File: src/rtl/uart_tx_sched_if.sv
`default_nettype none
// ============================================================================
// Module      : uart_tx_sched_if
// Description : Requester/transmitter signal bundle for uart_tx_sched.
// Revision    : 1.0 - initial release
// ============================================================================
interface uart_tx_sched_if #(
  parameter int N = 4
) ();
  logic [N-1:0]   req;
  logic [8*N-1:0] data;
  logic [N-1:0]   last;
  logic [N-1:0]   ack;
  logic [N-1:0]   grant;
  logic           busy;
  logic           tx_send;
  logic [7:0]     tx_data;

  modport master (
    output req, data, last,
    input  ack, grant, busy, tx_send, tx_data
  );

  modport slave (
    input  req, data, last,
    output ack, grant, busy, tx_send, tx_data
  );
endinterface
`default_nettype wire

File: src/rtl/uart_tx_sched.sv
`default_nettype none
// ============================================================================
// Module      : uart_tx_sched
// Description : Packet-level round-robin sharing of one UART sender; paces
//               frames itself and generates the send edge.
// Revision    : 1.0 - initial release
// ============================================================================
module uart_tx_sched #(
  parameter int N            = 4,
  parameter int SEND_HIGH    = 4,
  parameter int FRAME_CYCLES = 256,
  parameter int HOLD_TIMEOUT = 1024
) (
  input  wire logic        sys_clk,
  input  wire logic        sys_rst,
  uart_tx_sched_if.slave   bus
);

  localparam int c_IDX_W = (N > 1) ? $clog2(N) : 1;
  localparam int c_FRM_W = $clog2(FRAME_CYCLES);
  localparam int c_HLD_W = $clog2(HOLD_TIMEOUT + 1);

  localparam logic [c_IDX_W-1:0] c_LAST_IDX  = c_IDX_W'(N - 1);
  localparam logic [c_FRM_W-1:0] c_SEND_END  = c_FRM_W'(SEND_HIGH - 1);
  localparam logic [c_FRM_W-1:0] c_FRAME_END = c_FRM_W'(FRAME_CYCLES - 1);
  localparam logic [c_HLD_W-1:0] c_HOLD_END  = c_HLD_W'(HOLD_TIMEOUT - 1);
  localparam logic [N-1:0]       c_ONE       = N'(1);

  typedef enum logic [1:0] {
    S_IDLE = 2'd0,
    S_SEND = 2'd1,
    S_GAP  = 2'd2,
    S_HOLD = 2'd3
  } state_t;

  state_t             r_state,     w_state;
  logic [c_IDX_W-1:0] r_owner,     w_owner;
  logic [c_IDX_W-1:0] r_ptr,       w_ptr;
  logic               r_last_seen, w_last_seen;
  logic [c_FRM_W-1:0] r_frm_cnt,   w_frm_cnt;
  logic [c_HLD_W-1:0] r_hld_cnt,   w_hld_cnt;
  logic [N-1:0]       r_grant,     w_grant;
  logic [N-1:0]       r_ack,       w_ack;
  logic               r_tx_send,   w_tx_send;
  logic [7:0]         r_tx_data,   w_tx_data;

  logic               w_any;
  logic [c_IDX_W-1:0] w_win;
  logic [c_IDX_W-1:0] w_load_idx;
  logic               w_load;
  logic               w_release;

  // First requester at or after the pointer, wrapping modulo N.
  always_comb begin : b_arb
    int v_idx;
    w_any = 1'b0;
    w_win = '0;
    v_idx = 0;
    for (int k = 0; k < N; k++) begin
      v_idx = int'(r_ptr) + k;
      if (v_idx >= N) begin
        v_idx = v_idx - N;
      end
      if (!w_any && bus.req[v_idx]) begin
        w_any = 1'b1;
        w_win = c_IDX_W'(v_idx);
      end
    end
  end

  always_comb begin
    w_state     = r_state;
    w_owner     = r_owner;
    w_ptr       = r_ptr;
    w_last_seen = r_last_seen;
    w_frm_cnt   = r_frm_cnt;
    w_hld_cnt   = r_hld_cnt;
    w_grant     = r_grant;
    w_ack       = '0;
    w_tx_send   = r_tx_send;
    w_tx_data   = r_tx_data;
    w_load      = 1'b0;
    w_release   = 1'b0;
    w_load_idx  = r_owner;

    case (r_state)
      S_IDLE: begin
        if (w_any) begin
          w_load     = 1'b1;
          w_load_idx = w_win;
        end
      end
      S_SEND: begin
        w_frm_cnt = r_frm_cnt + 1'b1;
        if (r_frm_cnt == c_SEND_END) begin
          w_tx_send = 1'b0;
          w_state   = S_GAP;
        end
      end
      S_GAP: begin
        w_frm_cnt = r_frm_cnt + 1'b1;
        if (r_frm_cnt == c_FRAME_END) begin
          if (r_last_seen) begin
            w_release = 1'b1;
          end else begin
            w_hld_cnt = '0;
            w_state   = S_HOLD;
          end
        end
      end
      S_HOLD: begin
        // Expiry is checked first so a request arriving on that cycle loses.
        if (r_hld_cnt == c_HOLD_END) begin
          w_release = 1'b1;
        end else if (bus.req[r_owner]) begin
          w_load = 1'b1;
        end else begin
          w_hld_cnt = r_hld_cnt + 1'b1;
        end
      end
      default: begin
        w_state = S_IDLE;
      end
    endcase

    if (w_load) begin
      w_owner     = w_load_idx;
      w_grant     = c_ONE << w_load_idx;
      w_ack       = c_ONE << w_load_idx;
      w_tx_data   = bus.data[{w_load_idx, 3'b000} +: 8];
      w_last_seen = bus.last[w_load_idx];
      w_tx_send   = 1'b1;
      w_frm_cnt   = '0;
      w_state     = S_SEND;
    end

    if (w_release) begin
      w_grant = '0;
      w_ptr   = (r_owner == c_LAST_IDX) ? '0 : r_owner + 1'b1;
      w_state = S_IDLE;
    end
  end

  always_ff @(posedge sys_clk or posedge sys_rst) begin
    if (sys_rst) begin
      r_state     <= S_IDLE;
      r_owner     <= '0;
      r_ptr       <= '0;
      r_last_seen <= 1'b0;
      r_frm_cnt   <= '0;
      r_hld_cnt   <= '0;
      r_grant     <= '0;
      r_ack       <= '0;
      r_tx_send   <= 1'b0;
      r_tx_data   <= 8'h00;
    end else begin
      r_state     <= w_state;
      r_owner     <= w_owner;
      r_ptr       <= w_ptr;
      r_last_seen <= w_last_seen;
      r_frm_cnt   <= w_frm_cnt;
      r_hld_cnt   <= w_hld_cnt;
      r_grant     <= w_grant;
      r_ack       <= w_ack;
      r_tx_send   <= w_tx_send;
      r_tx_data   <= w_tx_data;
    end
  end

  assign bus.ack     = r_ack;
  assign bus.grant   = r_grant;
  assign bus.busy    = (r_state != S_IDLE);
  assign bus.tx_send = r_tx_send;
  assign bus.tx_data = r_tx_data;

endmodule
`default_nettype wire

File: src/flat_wrapper.sv
// flat-port wrapper written by rule: the top's interface ports become plain ports
module uart_tx_sched_flat 
#(
  parameter int N            = 4,
  parameter int SEND_HIGH    = 4,
  parameter int FRAME_CYCLES = 256,
  parameter int HOLD_TIMEOUT = 1024
)
  (sys_clk, sys_rst, bus_req, bus_data, bus_last, bus_ack, bus_grant, bus_busy, bus_tx_send, bus_tx_data);
  uart_tx_sched_if #(.N(N)) bus_i ();
  input  wire logic sys_clk;
  input  wire logic sys_rst;
  input wire logic [$bits(bus_i.req)-1:0] bus_req;
  input wire logic [$bits(bus_i.data)-1:0] bus_data;
  input wire logic [$bits(bus_i.last)-1:0] bus_last;
  output wire logic [$bits(bus_i.ack)-1:0] bus_ack;
  output wire logic [$bits(bus_i.grant)-1:0] bus_grant;
  output wire logic [$bits(bus_i.busy)-1:0] bus_busy;
  output wire logic [$bits(bus_i.tx_send)-1:0] bus_tx_send;
  output wire logic [$bits(bus_i.tx_data)-1:0] bus_tx_data;
  assign bus_i.req = bus_req;
  assign bus_i.data = bus_data;
  assign bus_i.last = bus_last;
  assign bus_ack = bus_i.ack;
  assign bus_grant = bus_i.grant;
  assign bus_busy = bus_i.busy;
  assign bus_tx_send = bus_i.tx_send;
  assign bus_tx_data = bus_i.tx_data;
  uart_tx_sched #(.N(N), .SEND_HIGH(SEND_HIGH), .FRAME_CYCLES(FRAME_CYCLES), .HOLD_TIMEOUT(HOLD_TIMEOUT)) u_core (.sys_clk(sys_clk), .sys_rst(sys_rst), .bus(bus_i));
endmodule
File: config.mk
export PLATFORM = sky130hd
export DESIGN_NAME = uart_tx_sched_flat
export DESIGN_NICKNAME = d
export VERILOG_FILES = /design/src/rtl/uart_tx_sched_if.sv /design/src/rtl/uart_tx_sched.sv /design/src/flat_wrapper.sv
export SDC_FILE = /design/constraint.sdc
export NUM_CORES = 1
export LEC_CHECK = 0
export CORE_AREA = 2 2 114 61
export CTS_CLUSTER_DIAMETER = 200
export DETAILED_ROUTE_END_ITERATION = 10
export DIE_AREA = 0 0 116 63
export GPL_TIMING_DRIVEN = 0
export PLACE_DENSITY = 0.67
export SYNTH_ARGS = -nofsm -noshare
export SYNTH_HDL_FRONTEND = slang
export SYNTH_SLANG_ARGS = --single-unit
File: constraint.sdc
create_clock -name sys_clk -period 6.8 [get_ports sys_clk]
set_input_delay 0.68 -clock sys_clk [delete_from_list [all_inputs] [get_ports sys_clk]]
set_output_delay 0.68 -clock sys_clk [all_outputs]
set_load 0.05 [all_outputs]
# Word level (Yosys, flattened, before mapping)
# Index checks and enable logic that the tools add are counted.
# Widths: inputs -> output; s select.
# word_totals
ff_bits	43
# classes
add_sub_neg	10
n_reduce_logical	18
shift	2
order_cmp	10
n_mux	58
n_eq_ne	14
# op_table
operator	count
$lt 32x4->1 const B	4
$mux 32	4
$ge 32x4->1 const B	3
$sub 32x4->32 const B	3
$mux 11	4
$shiftx 32x6->8	1
$mux 2	12
$mux 1	23
$pmux 11 s2	1
$mux 8	2
$bmux 1 s2	6
$mux 4	3
$reduce_bool 2->1	6
$add 11x1->11 const B	1
$eq 11x10->1 const B	1
$add 8x1->8 const B	1
$eq 8x2->1 const B	1
$eq 8x8->1 const B	1
$ne 4x1->1 const B	2
$add 2x2->3 const B	2
$eq 2x2->1 const B	3
$lt 2x3->1 const B	2
$ne 2x2->1 const B	3
$reduce_and 5->1	1
other kinds (17)	22

# Longest topological paths before layout
# Gate-level depths: netlist (run 1).
# depth
depth_word	20
depth_mapped	8

# Worst setup path after synthesis (run 1)
# Ideal clock, no wire load.
# synth_timing
kind	input-to-reg
from	input bus_req[2]
to	register u_core.r_tx_data[0], in the netlist u_core.bus.tx_data[0]
path_slack_ns	4.335
required_time_ns	6.675
setup_time_ns	0.125
arrival_time_ns	2.340
path_buffers	1
stages	6
path_cell_list	o41ai_2 -> nand2_1 -> o41ai_2 -> buf_6 -> mux4_2 -> mux2_2
# synth_between
elab_chain_cells	16
word_cells_on_any_way	35
classes_between	shift (1); mux (28); reduce/logical (6)
# synth_lines
element	line	rtl
start: declaration	flat_wrapper.sv:13	input wire logic [$bits(bus_i.req)-1:0] bus_req;
$bmux 1 s2	uart_tx_sched.sv:64	if (!w_any && bus.req[v_idx]) begin
$mux 1 (not written as such) (2 in series)	uart_tx_sched.sv:64	
$mux 1	uart_tx_sched.sv:64	
$logic_not 1->1	uart_tx_sched.sv:64	
$logic_and 1x1->1	uart_tx_sched.sv:64	
$mux 1	uart_tx_sched.sv:64	
$logic_not 1->1	uart_tx_sched.sv:64	
$logic_and 1x1->1	uart_tx_sched.sv:64	
$mux 1	uart_tx_sched.sv:64	
$logic_not 1->1	uart_tx_sched.sv:64	
$logic_and 1x1->1	uart_tx_sched.sv:64	
$mux 2 or $mux 1 (tied branches)	uart_tx_sched.sv:64	
$mux 2	uart_tx_sched.sv:88	if (w_any) begin
$mux 2	uart_tx_sched.sv:86	case (r_state)
$shiftx 32x6->8	uart_tx_sched.sv:130	w_tx_data = bus.data[{w_load_idx, 3'b000} +: 8];
end signal: assignment	uart_tx_sched.sv:166	r_tx_data <= w_tx_data;
end: declaration	uart_tx_sched.sv:45	logic [7:0] r_tx_data, w_tx_data;
# Parallel ways exist; a longest one is shown, timed or not. The select of a mux whose other input is x is not followed.
# A chain may end at the register's enable or synchronous reset.

# Worst setup path after layout (run 1)
# Same ends and word-level chain as after synthesis.

==> impl_metrics.toml, run 1 <==
[cts]
clockRootBuffer = "clkbuf_16"
htreeDepth = 2
clockBufferDepth = 2
cts_hold_buffers = 0
clock_sinks = 43
post_cts_resized = 0
clkSlewWorstSetupHoldPaths_ps = 60
cts_inserted_buffers = 5
insertion_delay_ps = 280
postCtsSetupBuffers = 0
cts_tree = "built"

[drt]
vias_per_cell = 5.25
antenna_left = 0
wirelength_mm = 5.58
drc_errors = 0
wl_per_cell_um = 14.5
vias = 2025
first_pass_iters = 4
first_iter_violations = 150

[setup_path]
start_kind = "input port"
rrSetupSlack_ps = 4160
endpoint_kind = "register"
regToRegEndpoint = "u_core.bus.tx_data[4]$_DFFE_PP0N_"
worstPathCellList = "clkdlybuf4s50_1 -> o41ai_2 -> a32o_1 -> buf_2 -> mux4_2 -> mux2_2"
critPathMaxFanout = 10
criticalPathCategory = "in -> reg"
r2r-start = "u_core.r_state[0]$_DFFE_PP0P_"
worst_ep_arrival_time_ps = 3200
crit_start = "bus_req[2]"
r2r_cells = 7
slowest_stage = "o41ai_2"
slowest_delay_ps = 670
cp_data_required_time_ps = 6970

[logic_synthesis]
synth_cells = 226
yosys.area.top_type = "dfrtp_1"
async_flop_share_pct = 100
netlist_area_um2 = 2430
synth_common_cells = "dfrtp_1, nand2_1, o21ai_0"
synth_flop_cell = "dfrtp_1"
synth.top_cell.area_share_pct = 44.2
yosysUniqueCellTypes = 46
syn_nets = 275
yosysMostFrequentCell = "dfrtp_1"
ys_ff_latch = 43
synth_area_per_cell_um2 = 10.8
yosysSeqAreaShare_pct = 44.2
synthTopCellsByArea = "dfrtp_1, mux4_2, nand2_1"
synth_edf_count = 0
ys.warnings.count = 0

[global_route]
grt_max_degree = 28
grt.total_usage_pct = 17.0
grt_pass1_vias = 1933
grt_pass1_wl_mm = 9.69
antenna_found_initial = 0
grt-ovfl-total = 0

[sta]
hold_viol_final = 0
max_freq_mhz = 330
max_slew_margin_pct = 59.2
fin_crit_sh_pct = 44.6
fin_crit_ps = 3030
fin_skew_ps = 5.74
slew_viol_final = 0
rsz0062_at_grt = "false"
setup_viol = 0
tns_ps = 0
worstMarginPinSlew_ps = 606

[place]
gp_congestion = 0.798
dp.final_hpwl_mm = 4.25
dp.cells = 378
numPortBuffers = 59

[job]
maxCapViolCount = 0

[pwr]
vdd_ir_drop_max_mv = 0.130
p_sw_w = 0.000114
p_comb_share_pct = 6.9
switching_share_pct = 21.4
clkPwrFrac_pct = 45.1
seqPwrFrac_pct = 47.9
p_leak_nw = 1.42
internal_power_w = 0.000419
cellPowerDensity_nw_per_um2 = 161

[die]
rows = 21
io_pins = 60
coreArea_um2 = 6360
fp.dieW_um = 116
start_util_pct = 38.3
die_area_um2 = 7310
die-height_um = 63

[hold_path]
min_from = "u_core.bus.tx_send$_DFFE_PP0P_"
whs_path_depth = 2
holdPathEnd = "u_core.bus.tx_send$_DFFE_PP0P_"
hold_path_class = "reg -> reg"

[run_status]
status = "completed"

[layout]
stdcell_count = 386
drive_above_1_share_pct = 12.6
nets = 342
diodes = 0
syn_to_final_growth_pct = 36.0
[cell families after synthesis]
family	synth area share (%)
AOI/OAI and AO/OA	13.3
xor gates and xnor gates	0.720
adders and majority gates	3.60
buffers and inverters	2.78
DFF	44.2
muxes	17.1
and+or+nand+nor	18.3
[registers in the layout, indices dropped and copies added, names as in the netlist, 2 cells and up]
| name | flops |
|---|---|
| u_core.bus.ack | 4 |
| u_core.r_state | 2 |
| u_core.r_frm_cnt | 8 |
| u_core.r_hld_cnt | 11 |
| u_core.r_owner | 2 |
| u_core.bus.tx_data | 8 |
| u_core.bus.grant | 4 |
| u_core.r_ptr | 2 |
[cells in the final DEF, fill, tap and decap left out, types with 3 or more instances in the layout]
cell type | Yosys | layout
clkdlybuf4s50_1 | 0 | 59
dfrtp_1 | 43 | 43
nand2_1 | 33 | 33
o21ai_0 | 15 | 15
mux2_2 | 10 | 10
nor2_1 | 9 | 9
mux4_2 | 8 | 8
nand3_1 | 8 | 8
nor3_1 | 8 | 8
inv_1 | 9 | 8
mux2i_1 | 7 | 7
ha_1 | 7 | 7
and2_1 | 5 | 5
a32o_1 | 5 | 5
clkbuf_16 | 0 | 5
o211ai_1 | 4 | 4
or4_1 | 4 | 4
nor2b_1 | 4 | 4
and3_1 | 3 | 3
buf_2 | 3 | 3
or2_2 | 3 | 3
nand2b_1 | 3 | 3
a21o_1 | 3 | 3
[power by group through the flow]
stage	Combinational (W)	Sequential, W	Clock, W
floorplan	0.00000964	0.000261	0
global placement	0.0000358	0.000261	0
detailed placement	0.0000376	0.000261	0
CTS	0.0000377	0.000256	0.000246
global route	0.0000411	0.000256	0.000255
finish	0.0000370	0.000256	0.000241
[worst max path at each step]
stage          cells after the start                                end
2_1_floorplan                      6  u_core.bus.tx_data[0]$_DFFE_PP0N_
5_1_grt                            6  u_core.bus.tx_data[0]$_DFFE_PP0N_
4_1_cts                            6  u_core.bus.tx_data[0]$_DFFE_PP0N_
6_report                           6  u_core.bus.tx_data[0]$_DFFE_PP0N_
3_3_place_gp                       6  u_core.bus.tx_data[1]$_DFFE_PP0N_
3_5_place_dp                       7  u_core.bus.tx_data[5]$_DFFE_PP0N_
[layout make-up]
class                      count  area [um2]
timing repair buffer          60         611
clock inverter                 3        23.8
buffer                         6        33.8
inverter                       9        33.8
clock buffer                   5         125
tap                           92         115
multi-input combinational    168        1290
fill                         601        3050
sequential                    43        1080
[critical path: cells and delay by family]
kind,cells,cell delay (ps)
AOI/OAI and AO/OA,2,1100
buffers and inverters,2,830
muxes,2,590
[layer usage]
layer  GRT usage [%]  vias to the layer above  part of all wire (%)  wire, um
met4            3.13                        0                  0.65        36
met2            23.7                       53                    40      2240
met3            5.24                        6                   6.8       381
met5               0                        -                     0         0
met1            26.1                      988                    52      2920
li1                -                      978                     -         -
[metrics by stage]
stage / total power (W) / utilization [%] / hold slack [ps] / setup slack, ps / cell area [um2]
2_1_floorplan: 0.000270 / - / 462 / 4340 / 2430
3_3_place_gp: 0.000296 / 49.4 / 460 / 3510 / 3140
3_5_place_dp: 0.000298 / 49.7 / 473 / 3470 / 3160
4_1_cts: 0.000540 / 52.0 / 488 / 3770 / 3310
5_1_grt: 0.000552 / 52.0 / 500 / 3630 / 3310
6_report: 0.000534 / 52.0 / 489 / 3770 / 3310
No activity file was read; power rests on OpenSTA's default activity.
==> run 2: changes to the inputs <==
==> constraint.sdc (replaced) <==
create_clock -name sys_clk -period 2.9 [get_ports sys_clk]
set_input_delay 0.29 -clock sys_clk [delete_from_list [all_inputs] [get_ports sys_clk]]
set_output_delay 0.29 -clock sys_clk [all_outputs]
set_load 0.05 [all_outputs]
==> results of run 2 <==
Same layout as run 1 (identical final DEF). Status: completed.
Main changes from that run: setup slack after placement 3470 ps -> -36.6 ps; clock-pin slew on the worst setup and hold paths 60 ps -> 70 ps; setup slack after layout 3770 ps -> 258 ps; hold slack 489 ps -> 306 ps; start point of the critical path bus_req[2] -> u_core.r_state[0]$_DFFE_PP0P_; end point of the critical path u_core.bus.tx_data[0]$_DFFE_PP0N_ -> u_core.bus.tx_data[4]$_DFFE_PP0N_; register-to-register setup slack 4160 ps -> 260 ps; total power 0.000534 W -> 0.00125 W; worst IR drop on VDD 0.130 mV -> 0.306 mV
